==> src/rtl/thiele_loader_pkg.sv <==
// Thiele imem loader shared types.
// FSM states, status codes and load bus widths.
package thiele_loader_pkg;

  typedef enum logic [2:0] {
    IDLE,
    RECV,
    ISSUE,
    PAD,
    DRAIN,
    RELEASE
  } state_e;

  localparam logic [1:0] ERR_OK       = 2'b00;
  localparam logic [1:0] ERR_PARTIAL  = 2'b01;
  localparam logic [1:0] ERR_OVERFLOW = 2'b10;

  localparam logic [7:0] OPC_HALT = 8'hFF;

  localparam int IMEM_ADDR_W = 8;
  localparam int IMEM_WORD_W = 32;
  localparam int LOAD_W = IMEM_ADDR_W + IMEM_WORD_W;

endpackage

==> src/rtl/thiele_imem_loader_if.sv <==
// Host byte stream plus CPU loadInstr method.
// master = loader side, slave = host/CPU side.
interface thiele_imem_loader_if
  import thiele_loader_pkg::*;
#(
  parameter int ADDR_W = IMEM_ADDR_W,
  parameter int WORD_W = IMEM_WORD_W
);

  logic                     s_valid;
  logic [7:0]               s_data;
  logic                     s_last;
  logic                     s_ready;
  logic [ADDR_W+WORD_W-1:0] loadInstr_x_0;
  logic                     EN_loadInstr;
  logic                     RDY_loadInstr;

  modport master (
    input  s_valid,
    input  s_data,
    input  s_last,
    input  RDY_loadInstr,
    output s_ready,
    output loadInstr_x_0,
    output EN_loadInstr
  );

  modport slave (
    output s_valid,
    output s_data,
    output s_last,
    output RDY_loadInstr,
    input  s_ready,
    input  loadInstr_x_0,
    input  EN_loadInstr
  );

endinterface

==> src/rtl/thiele_word_assembler.sv <==
// Big-endian byte-to-word shifter.
// word_valid flags the cycle the 4th byte is accepted.
module thiele_word_assembler (
  input  logic        CLK,
  input  logic        RST,
  input  logic        clear,
  input  logic        accept,
  input  logic [7:0]  data,
  output logic [31:0] word,
  output logic        word_valid
);

  logic [1:0] byte_cnt;

  assign word_valid = accept & (byte_cnt == 2'd3);

  always_ff @(posedge CLK or posedge RST) begin
    if (RST) begin
      word     <= '0;
      byte_cnt <= '0;
    end else if (clear) begin
      word     <= '0;
      byte_cnt <= '0;
    end else if (accept) begin
      word     <= {word[23:0], data};
      byte_cnt <= byte_cnt + 2'd1;
    end
  end

endmodule

==> src/rtl/thiele_imem_loader.sv <==
// Thiele imem loader: byte stream to DEPTH loadInstr
// transfers, padding the tail, CPU held throughout.
module thiele_imem_loader
  import thiele_loader_pkg::*;
#(
  parameter int          DEPTH    = 256,
  parameter int          ADDR_W   = 8,
  parameter int          WORD_W   = 32,
  parameter logic [31:0] PAD_WORD = 32'h0000_0000
) (
  input  logic                CLK,
  input  logic                RST,
  input  logic                start,
  thiele_imem_loader_if.master bus,
  output logic                cpu_hold,
  output logic                busy,
  output logic                done,
  output logic [1:0]          err,
  output logic [ADDR_W:0]     words_loaded
);

  localparam logic [ADDR_W-1:0] LAST_ADDR = ADDR_W'(DEPTH - 1);

  state_e              state;
  logic [ADDR_W-1:0]   addr;
  logic                last_seen;
  logic [WORD_W-1:0]   word;
  logic                word_valid;
  logic                acc;
  logic                recv_acc;
  logic                partial;
  logic                clear;
  logic                xfer;

  assign bus.s_ready = (state == RECV) || (state == DRAIN);
  assign acc         = bus.s_valid & bus.s_ready;
  assign recv_acc    = acc & (state == RECV);
  assign partial     = recv_acc & bus.s_last & ~word_valid;
  assign clear       = ((state == IDLE) & start) | partial;

  assign bus.EN_loadInstr =
    ((state == ISSUE) || (state == PAD)) & bus.RDY_loadInstr;
  assign xfer = bus.EN_loadInstr;

  assign bus.loadInstr_x_0 =
    (state == ISSUE) ? {addr, word} :
    (state == PAD)   ? {addr, PAD_WORD} : '0;

  assign busy = (state != IDLE);
  assign done = (state == RELEASE);

  thiele_word_assembler u_asm (
    .CLK        (CLK),
    .RST        (RST),
    .clear      (clear),
    .accept     (recv_acc),
    .data       (bus.s_data),
    .word       (word),
    .word_valid (word_valid)
  );

  always_ff @(posedge CLK or posedge RST) begin
    if (RST) begin
      state        <= IDLE;
      addr         <= '0;
      last_seen    <= 1'b0;
      err          <= ERR_OK;
      words_loaded <= '0;
      cpu_hold     <= 1'b1;
    end else begin
      unique case (state)
        IDLE: begin
          if (start) begin
            addr         <= '0;
            err          <= ERR_OK;
            words_loaded <= '0;
            cpu_hold     <= 1'b1;
            state        <= RECV;
          end
        end
        RECV: begin
          if (recv_acc) begin
            if (word_valid) begin
              last_seen <= bus.s_last;
              state     <= ISSUE;
            end else if (bus.s_last) begin
              err   <= ERR_PARTIAL;
              state <= PAD;
            end
          end
        end
        ISSUE: begin
          if (xfer) begin
            words_loaded <= words_loaded + 1'b1;
            if (addr == LAST_ADDR) begin
              if (last_seen) begin
                state <= RELEASE;
              end else begin
                err   <= ERR_OVERFLOW;
                state <= DRAIN;
              end
            end else begin
              addr  <= addr + 1'b1;
              state <= last_seen ? PAD : RECV;
            end
          end
        end
        PAD: begin
          if (xfer) begin
            addr <= addr + 1'b1;
            if (addr == LAST_ADDR)
              state <= RELEASE;
          end
        end
        DRAIN: begin
          if (acc && bus.s_last)
            state <= RELEASE;
        end
        RELEASE: begin
          cpu_hold <= 1'b0;
          state    <= IDLE;
        end
        default: state <= IDLE;
      endcase
    end
  end

endmodule

==> src/flat_wrapper.sv <==
// flat-port wrapper written by rule: the top's interface ports become plain ports
module thiele_imem_loader_flat import thiele_loader_pkg::*;
#(
  parameter int          DEPTH    = 256,
  parameter int          ADDR_W   = 8,
  parameter int          WORD_W   = 32,
  parameter logic [31:0] PAD_WORD = 32'h0000_0000
)
  (CLK, RST, start, cpu_hold, busy, done, err, words_loaded, bus_s_valid, bus_s_data, bus_s_last, bus_RDY_loadInstr, bus_s_ready, bus_loadInstr_x_0, bus_EN_loadInstr);
  thiele_imem_loader_if #(.ADDR_W(ADDR_W), .WORD_W(WORD_W)) bus_i ();
  input  logic CLK;
  input  logic RST;
  input  logic start;
  output logic cpu_hold;
  output logic busy;
  output logic done;
  output logic [1:0] err;
  output logic [ADDR_W:0] words_loaded;
  input wire logic [$bits(bus_i.s_valid)-1:0] bus_s_valid;
  input wire logic [$bits(bus_i.s_data)-1:0] bus_s_data;
  input wire logic [$bits(bus_i.s_last)-1:0] bus_s_last;
  input wire logic [$bits(bus_i.RDY_loadInstr)-1:0] bus_RDY_loadInstr;
  output wire logic [$bits(bus_i.s_ready)-1:0] bus_s_ready;
  output wire logic [$bits(bus_i.loadInstr_x_0)-1:0] bus_loadInstr_x_0;
  output wire logic [$bits(bus_i.EN_loadInstr)-1:0] bus_EN_loadInstr;
  assign bus_i.s_valid = bus_s_valid;
  assign bus_i.s_data = bus_s_data;
  assign bus_i.s_last = bus_s_last;
  assign bus_i.RDY_loadInstr = bus_RDY_loadInstr;
  assign bus_s_ready = bus_i.s_ready;
  assign bus_loadInstr_x_0 = bus_i.loadInstr_x_0;
  assign bus_EN_loadInstr = bus_i.EN_loadInstr;
  thiele_imem_loader #(.DEPTH(DEPTH), .ADDR_W(ADDR_W), .WORD_W(WORD_W), .PAD_WORD(PAD_WORD)) u_core (.CLK(CLK), .RST(RST), .start(start), .bus(bus_i), .cpu_hold(cpu_hold), .busy(busy), .done(done), .err(err), .words_loaded(words_loaded));
endmodule
==> config.mk <==
export PLATFORM = sky130hd
export DESIGN_NAME = thiele_imem_loader_flat
export DESIGN_NICKNAME = d
export VERILOG_FILES = /design/src/rtl/thiele_loader_pkg.sv /design/src/rtl/thiele_imem_loader_if.sv /design/src/rtl/thiele_word_assembler.sv /design/src/rtl/thiele_imem_loader.sv /design/src/flat_wrapper.sv
export SDC_FILE = /design/constraint.sdc
export NUM_CORES = 1
export LEC_CHECK = 0
export BUFFER_PORTS_ARGS = -buffer_cell sky130_fd_sc_hd__buf_2
export CAP_MARGIN = 20
export CORE_MARGIN = 2
export CORE_UTILIZATION = 49
export CTS_CLUSTER_SIZE = 14
export DETAILED_ROUTE_END_ITERATION = 12
export PLACE_DENSITY = 0.73
export SYNTH_ARGS = -nofsm -noshare
export SYNTH_HDL_FRONTEND = slang
export SYNTH_SLANG_ARGS = --single-unit
==> constraint.sdc <==
create_clock -name CLK -period 1.9 [get_ports CLK]
set_clock_uncertainty 0.15 [all_clocks]
set_input_delay 0.285 -clock CLK [delete_from_list [all_inputs] [get_ports CLK]]
set_output_delay 0.285 -clock CLK [all_outputs]
set_load 0.01 [all_outputs]
# Yosys cells after proc, flatten, opt, wreduce, memory -nomap -nowiden
# Cells that the tools add are included.
[classes]
mux = 36
n_lt_le_gt_ge = 0
bitwise = 9
div = 0
n_reduce_logical = 16
shift = 0
add_sub_neg = 3
n_eq_ne = 19
mul = 0
[op_table]
columns = ["operator", "count"]
rows = [
  ["$mux W40", 2],
  ["$mux W32", 2],
  ["$mux W8", 4],
  ["$mux W3", 9],
  ["$pmux W8 S3", 1],
  ["$mux W2", 10],
  ["$ne A2 B2 Y1 const B", 10],
  ["$mux W9", 2],
  ["$pmux W9 S2", 1],
  ["$pmux W3 S5", 1],
  ["$add A9 B1 Y9 const B", 1],
  ["$reduce_bool A3 Y1", 3],
  ["$add A8 B1 Y8 const B", 1],
  ["$eq A8 B8 Y1 const B", 1],
  ["$reduce_and A8 Y1", 1],
  ["$and A1 B1 Y1", 7],
  ["$reduce_and A7 Y1", 1],
  ["$eq A3 B2 Y1 const B", 2],
  ["$eq A3 B3 Y1 const B", 2],
  ["$pmux W2 S3", 1],
  ["$reduce_and A3 Y1", 2],
  ["$reduce_bool A2 Y1", 3],
  ["$reduce_and A5 Y1", 1],
  ["$eq A3 B1 Y1 const B", 1],
  ["other kinds (12)", 14],
]
[word_totals]
mem_count = 0
ram_bits = 0
elab_cells = 91
out_inout_bits = 56
latchBits = 0
mem_bits_ro = 0
in_bits = 14
ff_bits = 58

# Longest topological paths before layout
[logic_depth]
ltp_word = 9
depth_mapped = 8

# Modules after synthesis
# A second synthesis with hierarchy kept.
[unflattened]
cells_unflattened = 305
hier_area_um2 = 3056.7
[modules_own_cells]
columns = ["module", "area_each_um2", "cells_per_inst", "n_inst"]
rows = [
  ["thiele_imem_loader", 1625.3, 192, 1],
  ["thiele_word_assembler", 1431.4, 113, 1],
]

# Worst setup path before layout
# Ideal clock, no wire load.
[synth_path]
path_kind = "flip-flop to flip-flop"
startpoint = "register u_core.addr[0]"
endpoint = "register u_core.addr[4]"
setup_ns = 0.126
path_stages_with_launch = 7
period_less_slack_ns = 1.918
n_path_buf = 1
arrival_time_ns = 1.642
required_time_ns = 1.624
slack_ns = -0.018
cell_sequence = "dfrtp_1 -> ha_1 -> nand3_1 -> nor4_4 -> or3_1 -> buf_2 -> a221o_1"
[synth_via]
elab_chain_cells = 4
word_cells_on_any_way = 8
[synth_lines]
columns = ["element", "line", "source"]
rows = [
  ["start: declaration", "thiele_imem_loader.sv:25", "logic [ADDR_W-1:0] addr;"],
  ["start signal: assignment", "thiele_imem_loader.sv:103", "addr <= addr + 1'b1;"],
  ["start signal: assignment", "thiele_imem_loader.sv:110", "addr <= addr + 1'b1;"],
  ["$add A8 B1 Y8", "thiele_imem_loader.sv:103, thiele_imem_loader.sv:110", ""],
  ["$mux W8", "thiele_imem_loader.sv:95", "if (addr == LAST_ADDR) begin"],
  ["$mux W8", "thiele_imem_loader.sv:93", "if (xfer) begin"],
  ["$pmux W8 S3", "thiele_imem_loader.sv:71", "unique case (state)"],
]
# Several ways; a longest one is shown, not always the timed one. The select of a mux whose other input is x is not followed.
# A chain may end at the register's enable or synchronous reset.

# Final worst setup path
[layout_path]
startpoint = "register u_core.state[0]"
endpoint = "output port bus_loadInstr_x_0[16]"
[layout_via]
elab_chain_cells = 2
[layout_lines]
columns = ["element", "line", "source"]
rows = [
  ["start: declaration", "thiele_imem_loader.sv:24", "state_e state;"],
  ["start signal: assignment", "thiele_imem_loader.sv:104", "state <= last_seen ? PAD : RECV;"],
  ["$eq A3 B2 Y1", "thiele_imem_loader.sv:46", "(state == ISSUE) ? {addr, word} :"],
  ["$mux W40", "thiele_imem_loader.sv:46", ""],
  ["end: declaration", "flat_wrapper.sv:24", "output wire logic [$bits(bus_i.loadInstr_x_0)-1:0] bus_loadInstr_x_0;"],
]
# Every way passes these cells.

==> impl_metrics.json <==
{
  "run_status": "finished, violations left",
  "violations": "negative setup slack",
  "critPathKind": "register to primary output",
  "setup_viol": 53,
  "yosysTopAreaCellShare_pct": 46.44,
  "syn-cell-area_um2": 3072,
  "synthTopCellsByArea": "dfrtp_1, nand2_1, and3_1, a21oi_1, buf_6",
  "avgRoutedWirePerCell_um": 17.05,
  "cp_slowest_cell": "dfrtp_1",
  "die_width_um": 83.18,
  "synth_edf_count": 0,
  "slew_headroom_pct": 71.80,
  "required_ns": 1.46,
  "dr.pass1.iters": 5,
  "die_h_um": 83.18,
  "pwr_density_cell_nw_per_um2": 1418,
  "p_comb_share_pct": 45.8,
  "rsz0062_at_grt": "true",
  "cts-root-buf": "clkbuf_8",
  "gp_congestion": 0.8494,
  "synth-main-ff-cell": "dfrtp_1",
  "postSynthAreaPerCell_um2": 8.955,
  "drc": 0,
  "crit_fanout": 16,
  "worstPathCellList": "buf_6 > nor2_4 > buf_4 > buf_16 > and3_1 > buf_2",
  "grt_overflow": 0,
  "htreeDepth": 3,
  "cts_buffers": 9,
  "post_route_cells_drive_above_1_share_pct": 42.11,
  "dp_hpwl_um": 5083,
  "tns_ns": -4.097,
  "p_seq_share_pct": 33.9,
  "ys_warn_count": 0,
  "worst-path-buf-inv": 4,
  "grt_pass1_wl_um": 13430,
  "ant_nets": 0,
  "route.vias.total": 3034,
  "p_switching_mw": 2.379,
  "synth.distinct_cells": 52,
  "cpPeakStageDelay_ns": 0.41,
  "num_antenna_cells": 0,
  "fillers": 392,
  "critical_path.endpoint_type": "primary output",
  "grt_pass1_vias": 2744,
  "antenna_found_initial": 0,
  "synth-seq-cells": 58,
  "ys_seq_area_share_pct": 47.29,
  "fmax_mhz": 492.0,
  "rows": 28,
  "crit_arrival_ns": 1.60,
  "insertion_delay_ns": 0.33,
  "core_um2": 5991,
  "synthArstFlopShare_pct": 100.0,
  "drt-total-wl_um": 9055,
  "period_share_pct": 107.0,
  "io_pins": 70,
  "initial_core_util_pct": 51.27,
  "period_needed_ns": 2.032,
  "clk_pin_slew_ns": 0.07,
  "fp.dieArea_um2": 6918,
  "netlist_instances": 343,
  "slew_violations": 0,
  "grt_max_degree": 59,
  "min_path_type": "input port to register",
  "grt_use_total_pct": 23.70,
  "area_delta_synth_final_pct": 42.81,
  "finalHoldViolations": 0,
  "synth_fp_nets": 360,
  "cts_tree": "done",
  "switching_share_pct": 38.26,
  "yosysTopAreaCell": "dfrtp_1",
  "power.share.clock_pct": 20.4,
  "hold_slack_ns": 0.03504,
  "dp_slack_ns": 0.01727,
  "critical-path-top-delay-family": "buffers and inverters",
  "mostFrequentLayoutCell": "nand2_1",
  "final.setup.worst_slack_ns": -0.1324,
  "drv_cap": 0,
  "final_cell_mix": "nand2_1, buf_2, dfrtp_1, and3_1, buf_4",
  "ir_worst_vdd_uv": 879.2,
  "layout.nets": 468,
  "setup.worst_path.start_class": "register",
  "cts_buffer_depth": 2,
  "drtIter0Drc": 262,
  "leakagePower_nw": 2.206,
  "worst_pin_slew_ns": 0.4191,
  "place.port_buffers": 69,
  "clkSinkCount": 58,
  "p_int_mw": 3.839,
  "routed_via_density": 5.714
}
## tightest hold or removal path: stages
cell	delay [ns]
buf_2	0.09
nand2_1	0.04
a21oi_1	0.05
## registers in the layout, indices dropped and copies added (netlist names)
signal / cells
u_core.addr: 8
u_core.u_asm.byte_cnt: 2
u_core.u_asm.word: 32
u_core.err: 2
u_core.cpu_hold: 1
u_core.state: 3
u_core.words_loaded: 9
u_core.last_seen: 1
## cell usage after synthesis (all sizes together) (2+ instances only)
library cell	count
a21oi	40
nor2	16
xor2	4
nor4	5
mux2i	4
o21ai	6
mux2	3
nand3b	2
clkbuf	11
nor4bb	2
o31ai	2
nand2b	5
and3	37
xnor2	4
dfrtp	57
or3	2
buf	12
and2	6
nand4	2
nand2	80
o41ai	3
ha	3
inv	7
nand3	7
## worst paths after layout
kind	startpoint	end	slack, ns	cells after the start
worst max-delay path	u_core.state[0]	bus_loadInstr_x_0[16]	-0.13	6
worst min-delay path	bus_s_data[3]	u_core.u_asm.word[3]	0.04	3
worst max register to register	u_core.state[0]	u_core.state[1]	-0.09	6
worst min register to register	u_core.cpu_hold	u_core.cpu_hold	0.34	2
max in group asynchronous	RST	u_core.cpu_hold	0.87	4
min in group asynchronous	RST	u_core.u_asm.word[19]	0.41	4
## per-layer routing
layer  track usage, %  part of all wire, %  vias up
met2            37.24                   49      110
met4            9.985                  1.9        0
met1            32.32                   44     1492
met3            4.374                  5.4       18
met5                0                    0        -
li1                 -                    -     1414
## power groups by stage
stage | logic (mW) | registers (mW) | clock network (mW)
floorplan | 1.38 | 2.03 | 0
global placement | 2.07 | 2.05 | 0
detailed placement | 2.13 | 2.07 | 0
CTS | 2.32 | 2.05 | 1.27
global route | 3.07 | 2.16 | 1.35
finish | 2.85 | 2.11 | 1.27
## cell families (layout without fill, tap and decap cells)
kind of cell,count (synthesis),in the layout,share of synthesized area [%]
adder cells (fa/ha/maj),3,3,1.222
XOR/XNOR,8,8,2.281
multiplexers,7,7,2.403
AO/OA/AOI/OAI,64,64,12.47
flip-flops,58,58,47.29
AND/OR/NAND/NOR,173,173,29.08
buffers and inverters,30,143,5.255
## repair_timing
| action | in CTS | in global routing |
|---|---|---|
| gates resized for setup | 13 | 48 |
| pin swaps | 3 | 5 |
| hold buffers | 1 | 0 |
| buffers inserted | 8 | 6 |
| gates cloned | 1 | 5 |
| hold endpoints to repair | 57 | 0 |
| endpoints found under the setup margin | 43 | 85 |
## cell type report
class,count,area [µm²],area share (%)
Timing Repair Buffer,120,928.4,21.16
Clock buffer,11,141.4,3.223
Tap cell,75,93.84,2.139
Clock inverter,5,77.57,1.768
Inverter,7,26.28,0.5990
Multi-Input combinational cell,255,1664,37.94
Sequential cell,58,1455,33.17
## stage by stage
| stage | utilization [%] | std cells | total power [mW] | instance area [µm²] |
|---|---|---|---|---|
| 2_1_floorplan | - | 343 | 3.410 | 3077 |
| 3_3_place_gp | 61.28 | 494 | 4.125 | 3671 |
| 3_5_place_dp | 61.28 | 494 | 4.198 | 3671 |
| 4_1_cts | 67.34 | 520 | 5.638 | 4034 |
| 5_1_grt | 73.22 | 531 | 6.579 | 4387 |
| 6_report | 73.22 | 531 | 6.218 | 4387 |
No activity file was read; power rests on OpenSTA's default activity.
